File: src/rtl/angle_recorder_pkg.sv
// angle_recorder_pkg: shared angle limits, FSM encoding and word layout
// used by both the recorder and the sequence player.
package angle_recorder_pkg;

  localparam logic signed [7:0] ANGLE_MAX = 8'sd90;
  localparam logic signed [7:0] ANGLE_MIN = -8'sd90;

  typedef enum logic [1:0] {
    ST_IDLE  = 2'b00,
    ST_STORE = 2'b01,
    ST_WAIT  = 2'b10,
    ST_DONE  = 2'b11
  } state_e;

  localparam int S1_LSB = 16;
  localparam int S2_LSB = 8;
  localparam int S3_LSB = 0;

  function automatic logic [23:0] pack_angles(
    input logic [7:0] a1,
    input logic [7:0] a2,
    input logic [7:0] a3
  );
    logic [23:0] w;
    w = '0;
    w[S1_LSB +: 8] = a1;
    w[S2_LSB +: 8] = a2;
    w[S3_LSB +: 8] = a3;
    return w;
  endfunction

endpackage

File: src/rtl/angle_recorder_clamp.sv
// angle_clamp: limits one signed 8-bit angle
// to the servo range [ANGLE_MIN, ANGLE_MAX].
module angle_clamp
  import angle_recorder_pkg::*;
(
  input  logic [7:0] angle_i,
  output logic [7:0] angle_o
);

  // saturate outside the servo range, pass through otherwise
  always_comb begin
    angle_o = angle_i;
    if ($signed(angle_i) > ANGLE_MAX) begin
      angle_o = ANGLE_MAX;
    end else if ($signed(angle_i) < ANGLE_MIN) begin
      angle_o = ANGLE_MIN;
    end
  end

endmodule

File: src/rtl/angle_recorder.sv
// angle_recorder: samples clamped servo angle triples every
// WAIT_TICKS cycles into a MEMORY_SIZE x 24 RAM.
module angle_recorder
  import angle_recorder_pkg::*;
#(
  parameter int TIME_MS       = 20,
  parameter int MEMORY_SIZE   = 128,
  parameter int CLOCK_FREQ_HZ = 50000000,
  localparam int AW = $clog2(MEMORY_SIZE)
) (
  input  logic          clk,
  input  logic          rst_a_n,
  input  logic          start_signal,
  input  logic          stop_signal,
  input  logic [7:0]    servo1_angle_in,
  input  logic [7:0]    servo2_angle_in,
  input  logic [7:0]    servo3_angle_in,
  input  logic [AW-1:0] rd_addr,
  output logic [23:0]   rd_data,
  output logic          recording,
  output logic          full,
  output logic [AW:0]   sample_count
);

  localparam int WAIT_TICKS = TIME_MS * (CLOCK_FREQ_HZ / 1000);
  localparam int CW = $clog2(WAIT_TICKS);
  localparam logic [CW-1:0] WAIT_LAST = CW'(WAIT_TICKS - 2);
  localparam logic [AW-1:0] ADDR_LAST = AW'(MEMORY_SIZE - 1);

  logic [7:0] c1, c2, c3;

  angle_clamp u_clamp1 (.angle_i(servo1_angle_in), .angle_o(c1));
  angle_clamp u_clamp2 (.angle_i(servo2_angle_in), .angle_o(c2));
  angle_clamp u_clamp3 (.angle_i(servo3_angle_in), .angle_o(c3));

  state_e        state_q, state_d;
  logic [AW-1:0] addr_q, addr_d;
  logic [AW:0]   cnt_q, cnt_d;
  logic [CW-1:0] wait_q, wait_d;
  logic          full_q, full_d;
  logic          we;

  logic [23:0]   mem_q [MEMORY_SIZE];
  logic [23:0]   rd_q;

  // next-state and datapath control
  always_comb begin
    state_d = state_q;
    addr_d  = addr_q;
    cnt_d   = cnt_q;
    wait_d  = wait_q;
    full_d  = full_q;
    we      = 1'b0;
    unique case (state_q)
      ST_IDLE, ST_DONE: begin
        if (start_signal && !stop_signal) begin
          state_d = ST_STORE;
          addr_d  = '0;
          cnt_d   = '0;
          wait_d  = '0;
          full_d  = 1'b0;
        end
      end
      ST_STORE: begin
        we     = 1'b1;
        addr_d = addr_q + 1'b1;
        cnt_d  = cnt_q + 1'b1;
        if (addr_q == ADDR_LAST) begin
          full_d  = 1'b1;
          state_d = ST_DONE;
        end else if (stop_signal) begin
          state_d = ST_DONE;
        end else begin
          wait_d  = '0;
          state_d = ST_WAIT;
        end
      end
      ST_WAIT: begin
        wait_d = wait_q + 1'b1;
        if (stop_signal) begin
          state_d = ST_DONE;
        end else if (wait_q == WAIT_LAST) begin
          state_d = ST_STORE;
        end
      end
    endcase
  end

  // control state registers
  always_ff @(posedge clk or negedge rst_a_n) begin
    if (!rst_a_n) begin
      state_q <= ST_IDLE;
      addr_q  <= '0;
      cnt_q   <= '0;
      wait_q  <= '0;
      full_q  <= 1'b0;
    end else begin
      state_q <= state_d;
      addr_q  <= addr_d;
      cnt_q   <= cnt_d;
      wait_q  <= wait_d;
      full_q  <= full_d;
    end
  end

  // sample RAM write port, contents not reset
  always_ff @(posedge clk) begin
    if (we) begin
      mem_q[addr_q] <= pack_angles(c1, c2, c3);
    end
  end

  // registered read port, returns old data on a same-cycle write
  always_ff @(posedge clk or negedge rst_a_n) begin
    if (!rst_a_n) begin
      rd_q <= '0;
    end else begin
      rd_q <= mem_q[rd_addr];
    end
  end

  assign rd_data      = rd_q;
  assign recording    = (state_q == ST_STORE) || (state_q == ST_WAIT);
  assign full         = full_q;
  assign sample_count = cnt_q;

endmodule

File: config.mk
export PLATFORM = sky130hd
export DESIGN_NAME = angle_recorder
export DESIGN_NICKNAME = d
export VERILOG_FILES = /design/src/rtl/angle_recorder_pkg.sv /design/src/rtl/angle_recorder_clamp.sv /design/src/rtl/angle_recorder.sv
export SDC_FILE = /design/constraint.sdc
export NUM_CORES = 2
export LEC_CHECK = 0
export BUFFER_PORTS_ARGS = -buffer_cell sky130_fd_sc_hd__buf_2
export CAP_MARGIN = 5
export CORE_ASPECT_RATIO = 1.2
export CORE_MARGIN = 1
export CORE_UTILIZATION = 55
export CTS_CLUSTER_DIAMETER = 30
export CTS_CLUSTER_SIZE = 28
export DETAILED_ROUTE_END_ITERATION = 10
export PLACE_DENSITY = 0.75
export SLEW_MARGIN = 20
export SYNTH_ARGS = -nofsm -noshare
export SYNTH_HDL_FRONTEND = slang
export SYNTH_SLANG_ARGS = --single-unit
export TNS_END_PERCENT = 30
File: constraint.sdc
create_clock -name clk -period 7.5 [get_ports clk]
set_input_delay 1.5 -clock clk [delete_from_list [all_inputs] [get_ports clk]]
set_output_delay 1.5 -clock clk [all_outputs]
set_load 0.02 [all_outputs]
==> run summary <==
The multi-input combinational cells in the finished layout cover a total of 25800 um^2. In the layout the commonest cells are sky130_fd_sc_hd__edfxtp_1, sky130_fd_sc_hd__mux4_2, sky130_fd_sc_hd__clkbuf_16, sky130_fd_sc_hd__buf_4, sky130_fd_sc_hd__bufinv_16. The run gives 300 uV as the worst voltage drop across the vdd grid. Part of the total power dissipated in the clock network: 0.498.

The analysis attributes to net switching a power of 10.7 mW. The logs give 0 for the count of buffers added by post-CTS timing repair for setup and 35.2 mW for the internal portion of total power. TritonCTS built the clock tree. The total track usage was 0.313; the final count of pins violating max slew was 0. The layout has 12400 filler cells. Dividing the detail-routed via count by the number of cells gives 6.96. The via count of the first global-routing pass was 62000; the horizontal extent of the die was 428 um. The via count came out at 59600. Clock-pin slew was measured on the worst setup and hold paths at 0.05 ns. The first global-routing pass estimated 476000 um of wire.

For the total power after layout, the log shows 45.9 mW. The tools report the worst clock skew as 0.0721 ns. The maximum number of pins on one net before global-route repair is 129. After legalization and detailed placement, the total HPWL measured 168000 um. The total congestion overflow was 0; the placed instance count was 7673.

Along the worst path, the maximum fanout reaches 15. The initialized floorplan defines 187 standard-cell rows. After detailed routing, the number of remaining DRC violations is 0.

The combinational share of power was 0.066; the number of nets in the layout was 5372. At the later pin of the worst-skew pair, clock insertion delay measures 1.01 ns. The slew at the pin closest to its max-slew limit came out at 1.20 ns.

During placement, the flow inserted port buffers numbering 68. Leaving out fill and tap cells, the most frequent cell in the layout is sky130_fd_sc_hd__edfxtp_1. The final critical-path share of the clock period works out to 0.594.

The smallest clock period supported by the final layout is computed as 4.45 ns. The tree built by TritonCTS fans out to 3134 sinks. The core region is 216000 um^2.

Reported max-cap violation count: 0. Synthesis produced 4835 cells. For this design the static power due to leakage is 45.2 nW.

Averaged over all synthesized cells, the footprint is 24.8 um^2. The part of the total power dissipated in sequential elements is 0.436. The logs give 220000 um^2 for the floorplan die area and 0 for the number of nets still failing antenna checks after routing. The run finished with clean final reports. For the initial antenna violation count, the log shows 39.

The clock passes through at most 4 buffers. Final number of hold-violating endpoints: 0. The tools report the worst slew slack as a fraction of its limit as 0.199. Setup repair after global routing left no endpoint under its margin. Clock tree synthesis inserted a total of 471 buffers. At the worst endpoint, the required time is 8.11 ns. Signed area change from the synthesized netlist to the final layout: 18.8%. Summed negative setup slack over all endpoints: 0 ns. Buffers inserted to repair hold after CTS numbered 0. After detailed routing, the average wire length per cell comes to 40.4 um.

After the flow finishes, the layout carries non-filler instances totaling 8572. Gates resized during post-CTS repair numbered 0. The logs give 120000 um^2 for the cell area after synthesis and 9261 for the first-iteration detailed-routing DRC count. Yosys printed 0 warnings. Power spread over the standard cell area amounts to 322 nW/um^2. The distinct cell type count of the synthesized netlist came out at 43. The y dimension of the die was 514 um; the wire length after detailed routing was 346000 um.

The share of final-layout standard cells stronger than drive strength 1 is 0.393. The combined flip-flop and latch cell area was 93800 um^2; the synthesis-stage register bit count was 3134. STA classifies the critical path startpoint as a register. Pin placement for this block handled 69 I/O pins. The post-synth net total is 4879. At the end of routability-driven placement, the weighted congestion stood at 0.843. The tools report the sequential element share of the synthesized area as 0.782.

The cell sitting at the root of the clock tree is a sky130_fd_sc_hd__clkbuf_16. The number of H-tree branching levels was 5; the switching share of power was 0.234. The pre-antenna-repair detailed-routing pass consisted of 6 iterations. The endpoint arrival time on the critical path came out at 5.06 ns. The path class of the tightest hold or removal check is in -> async. Setup violations remaining at the end of the flow were counted as 0. Starting utilization of the core area: 0.554.

The nature of the critical path endpoint was a register. The maximum frequency from static timing analysis was 225 MHz. The critical path is of the reg -> reg type.
==> routing by layer <==
metal,track usage,up-vias,share of wire
li1,-,22100,-
met1,0.382,31300,0.32
met2,0.506,5042,0.49
met3,0.0724,1131,0.11
met4,0.207,32,0.076
met5,0.000219,-,0.00069
==> synthesized netlist by cell type <==
library cell / n / share of area
sky130_fd_sc_hd__mux2i_1: 3 / 0.00025
sky130_fd_sc_hd__nor4b_1: 2 / 0.00015
sky130_fd_sc_hd__buf_6: 1 / 0.000094
sky130_fd_sc_hd__edfxtp_1: 3072 / 0.77
sky130_fd_sc_hd__nor3_1: 16 / 0.00067
sky130_fd_sc_hd__o31ai_1: 1 / 0.000063
sky130_fd_sc_hd__nand4_1: 14 / 0.00073
sky130_fd_sc_hd__nor2b_1: 10 / 0.00052
sky130_fd_sc_hd__nor2_1: 151 / 0.0047
sky130_fd_sc_hd__and3b_1: 3 / 0.00022
sky130_fd_sc_hd__a211oi_1: 1 / 0.000063
sky130_fd_sc_hd__nor4_1: 4 / 0.00021
sky130_fd_sc_hd__nand2_1: 47 / 0.0015
sky130_fd_sc_hd__o311ai_0: 2 / 0.00015
sky130_fd_sc_hd__a21oi_1: 14 / 0.00058
sky130_fd_sc_hd__clkbuf_1: 164 / 0.0051
sky130_fd_sc_hd__and2_1: 2 / 0.00010
sky130_fd_sc_hd__o21ai_0: 31 / 0.0013
sky130_fd_sc_hd__nand3_1: 22 / 0.00092
sky130_fd_sc_hd__o21a_1: 6 / 0.00038
sky130_fd_sc_hd__or2_2: 1 / 0.000052
sky130_fd_sc_hd__a21o_1: 6 / 0.00038
sky130_fd_sc_hd__mux4_2: 1008 / 0.19
sky130_fd_sc_hd__o211ai_1: 3 / 0.00019
sky130_fd_sc_hd__nand2b_1: 4 / 0.00021
sky130_fd_sc_hd__mux2_2: 25 / 0.0023
sky130_fd_sc_hd__buf_2: 60 / 0.0025
sky130_fd_sc_hd__a41oi_1: 1 / 0.000073
sky130_fd_sc_hd__dfrtp_1: 62 / 0.013
sky130_fd_sc_hd__a32o_1: 2 / 0.00017
sky130_fd_sc_hd__and3_1: 2 / 0.00010
sky130_fd_sc_hd__a22o_1: 6 / 0.00044
sky130_fd_sc_hd__and4_1: 3 / 0.00022
sky130_fd_sc_hd__or3b_2: 3 / 0.00022
sky130_fd_sc_hd__xor2_1: 7 / 0.00051
sky130_fd_sc_hd__buf_1: 30 / 0.00094
sky130_fd_sc_hd__nor3b_1: 1 / 0.000063
sky130_fd_sc_hd__a31oi_1: 4 / 0.00021
sky130_fd_sc_hd__ha_1: 9 / 0.00094
sky130_fd_sc_hd__or4_1: 1 / 0.000063
sky130_fd_sc_hd__inv_1: 23 / 0.00072
sky130_fd_sc_hd__xnor2_1: 5 / 0.00037
sky130_fd_sc_hd__or3_1: 3 / 0.00016
==> state kept, by name (all words and copies together) (netlist names) <==
| name | count |
|---|---|
| full | 1 |
| addr_q | 7 |
| sample_count | 8 |
| rd_data | 24 |
| wait_q | 20 |
| mem_q | 3072 |
| state_q | 2 |
==> through the flow <==
stage	utilization	hold slack, ns	cell area, um^2	worst slack [ns]
6_report	0.659	0.344	143000	3.05
5_1_grt	0.658	0.326	143000	3.13
4_1_cts	0.656	0.295	142000	3.24
3_5_place_dp	0.580	0.527	126000	2.43
3_3_place_gp	0.579	0.527	125000	2.44
2_1_floorplan	-	0.492	120000	-0.803
==> power by group through the flow <==
stage	registers, mW	logic (mW)	clock network [mW]
global route	20.0	3.09	23.6
CTS	20.0	2.94	22.9
floorplan	20.4	1.59	0
detailed placement	20.3	2.85	0
global placement	20.3	2.77	0
finish	20.0	3.02	22.9
==> cell type report <==
cell class              instances  share of cell area
inverters                      23            0.000606
diodes                         19            0.000334
clock inverters               346              0.0299
repair buffers                275              0.0196
well taps                    2835              0.0249
flip-flops and latches       3134               0.658
clock buffers                 517              0.0853
multi-input cells            1423               0.181
==> critical path, cell delays in order, from the launching register on <==
cell	delay, ns
sky130_fd_sc_hd__dfrtp_1	0.38
sky130_fd_sc_hd__inv_1	0.08
sky130_fd_sc_hd__ha_1	0.15
sky130_fd_sc_hd__buf_4	0.27
sky130_fd_sc_hd__inv_1	0.27
sky130_fd_sc_hd__nor2_1	0.42
sky130_fd_sc_hd__nand3_2	0.86
sky130_fd_sc_hd__nor2_2	1.08
sky130_fd_sc_hd__buf_4	0.50
==> worst paths after layout <==
kind                       cells after the start                        start                           to  slack (ns)
max                                            8       state_q[1]$_DFFE_PN0P_      mem_q[51][11]$_DFFE_PP_        3.05
min                                            1                      rst_a_n  sample_count[7]$_DFFE_PN0P_        0.34
min in group clk                               2  sample_count[7]$_DFFE_PN0P_  sample_count[7]$_DFFE_PN0P_        0.54
max in group asynchronous                      2                      rst_a_n        wait_q[3]$_DFFE_PN0P_        5.86
max reg2reg                                    8       state_q[1]$_DFFE_PN0P_      mem_q[51][11]$_DFFE_PP_        3.05
min reg2reg                                    2  sample_count[7]$_DFFE_PN0P_  sample_count[7]$_DFFE_PN0P_        0.54
==> logic make-up after synthesis <==
| family | after synthesis | synth area share |
|---|---|---|
| mux | 1036 | 0.192 |
| simple gates | 289 | 0.0108 |
| compound gates | 77 | 0.00397 |
| xor+xnor | 12 | 0.000876 |
| fa+ha+maj | 9 | 0.000939 |
| flops | 3134 | 0.782 |
| buf+inv | 278 | 0.00939 |
(Power assumes the default switching activity.)
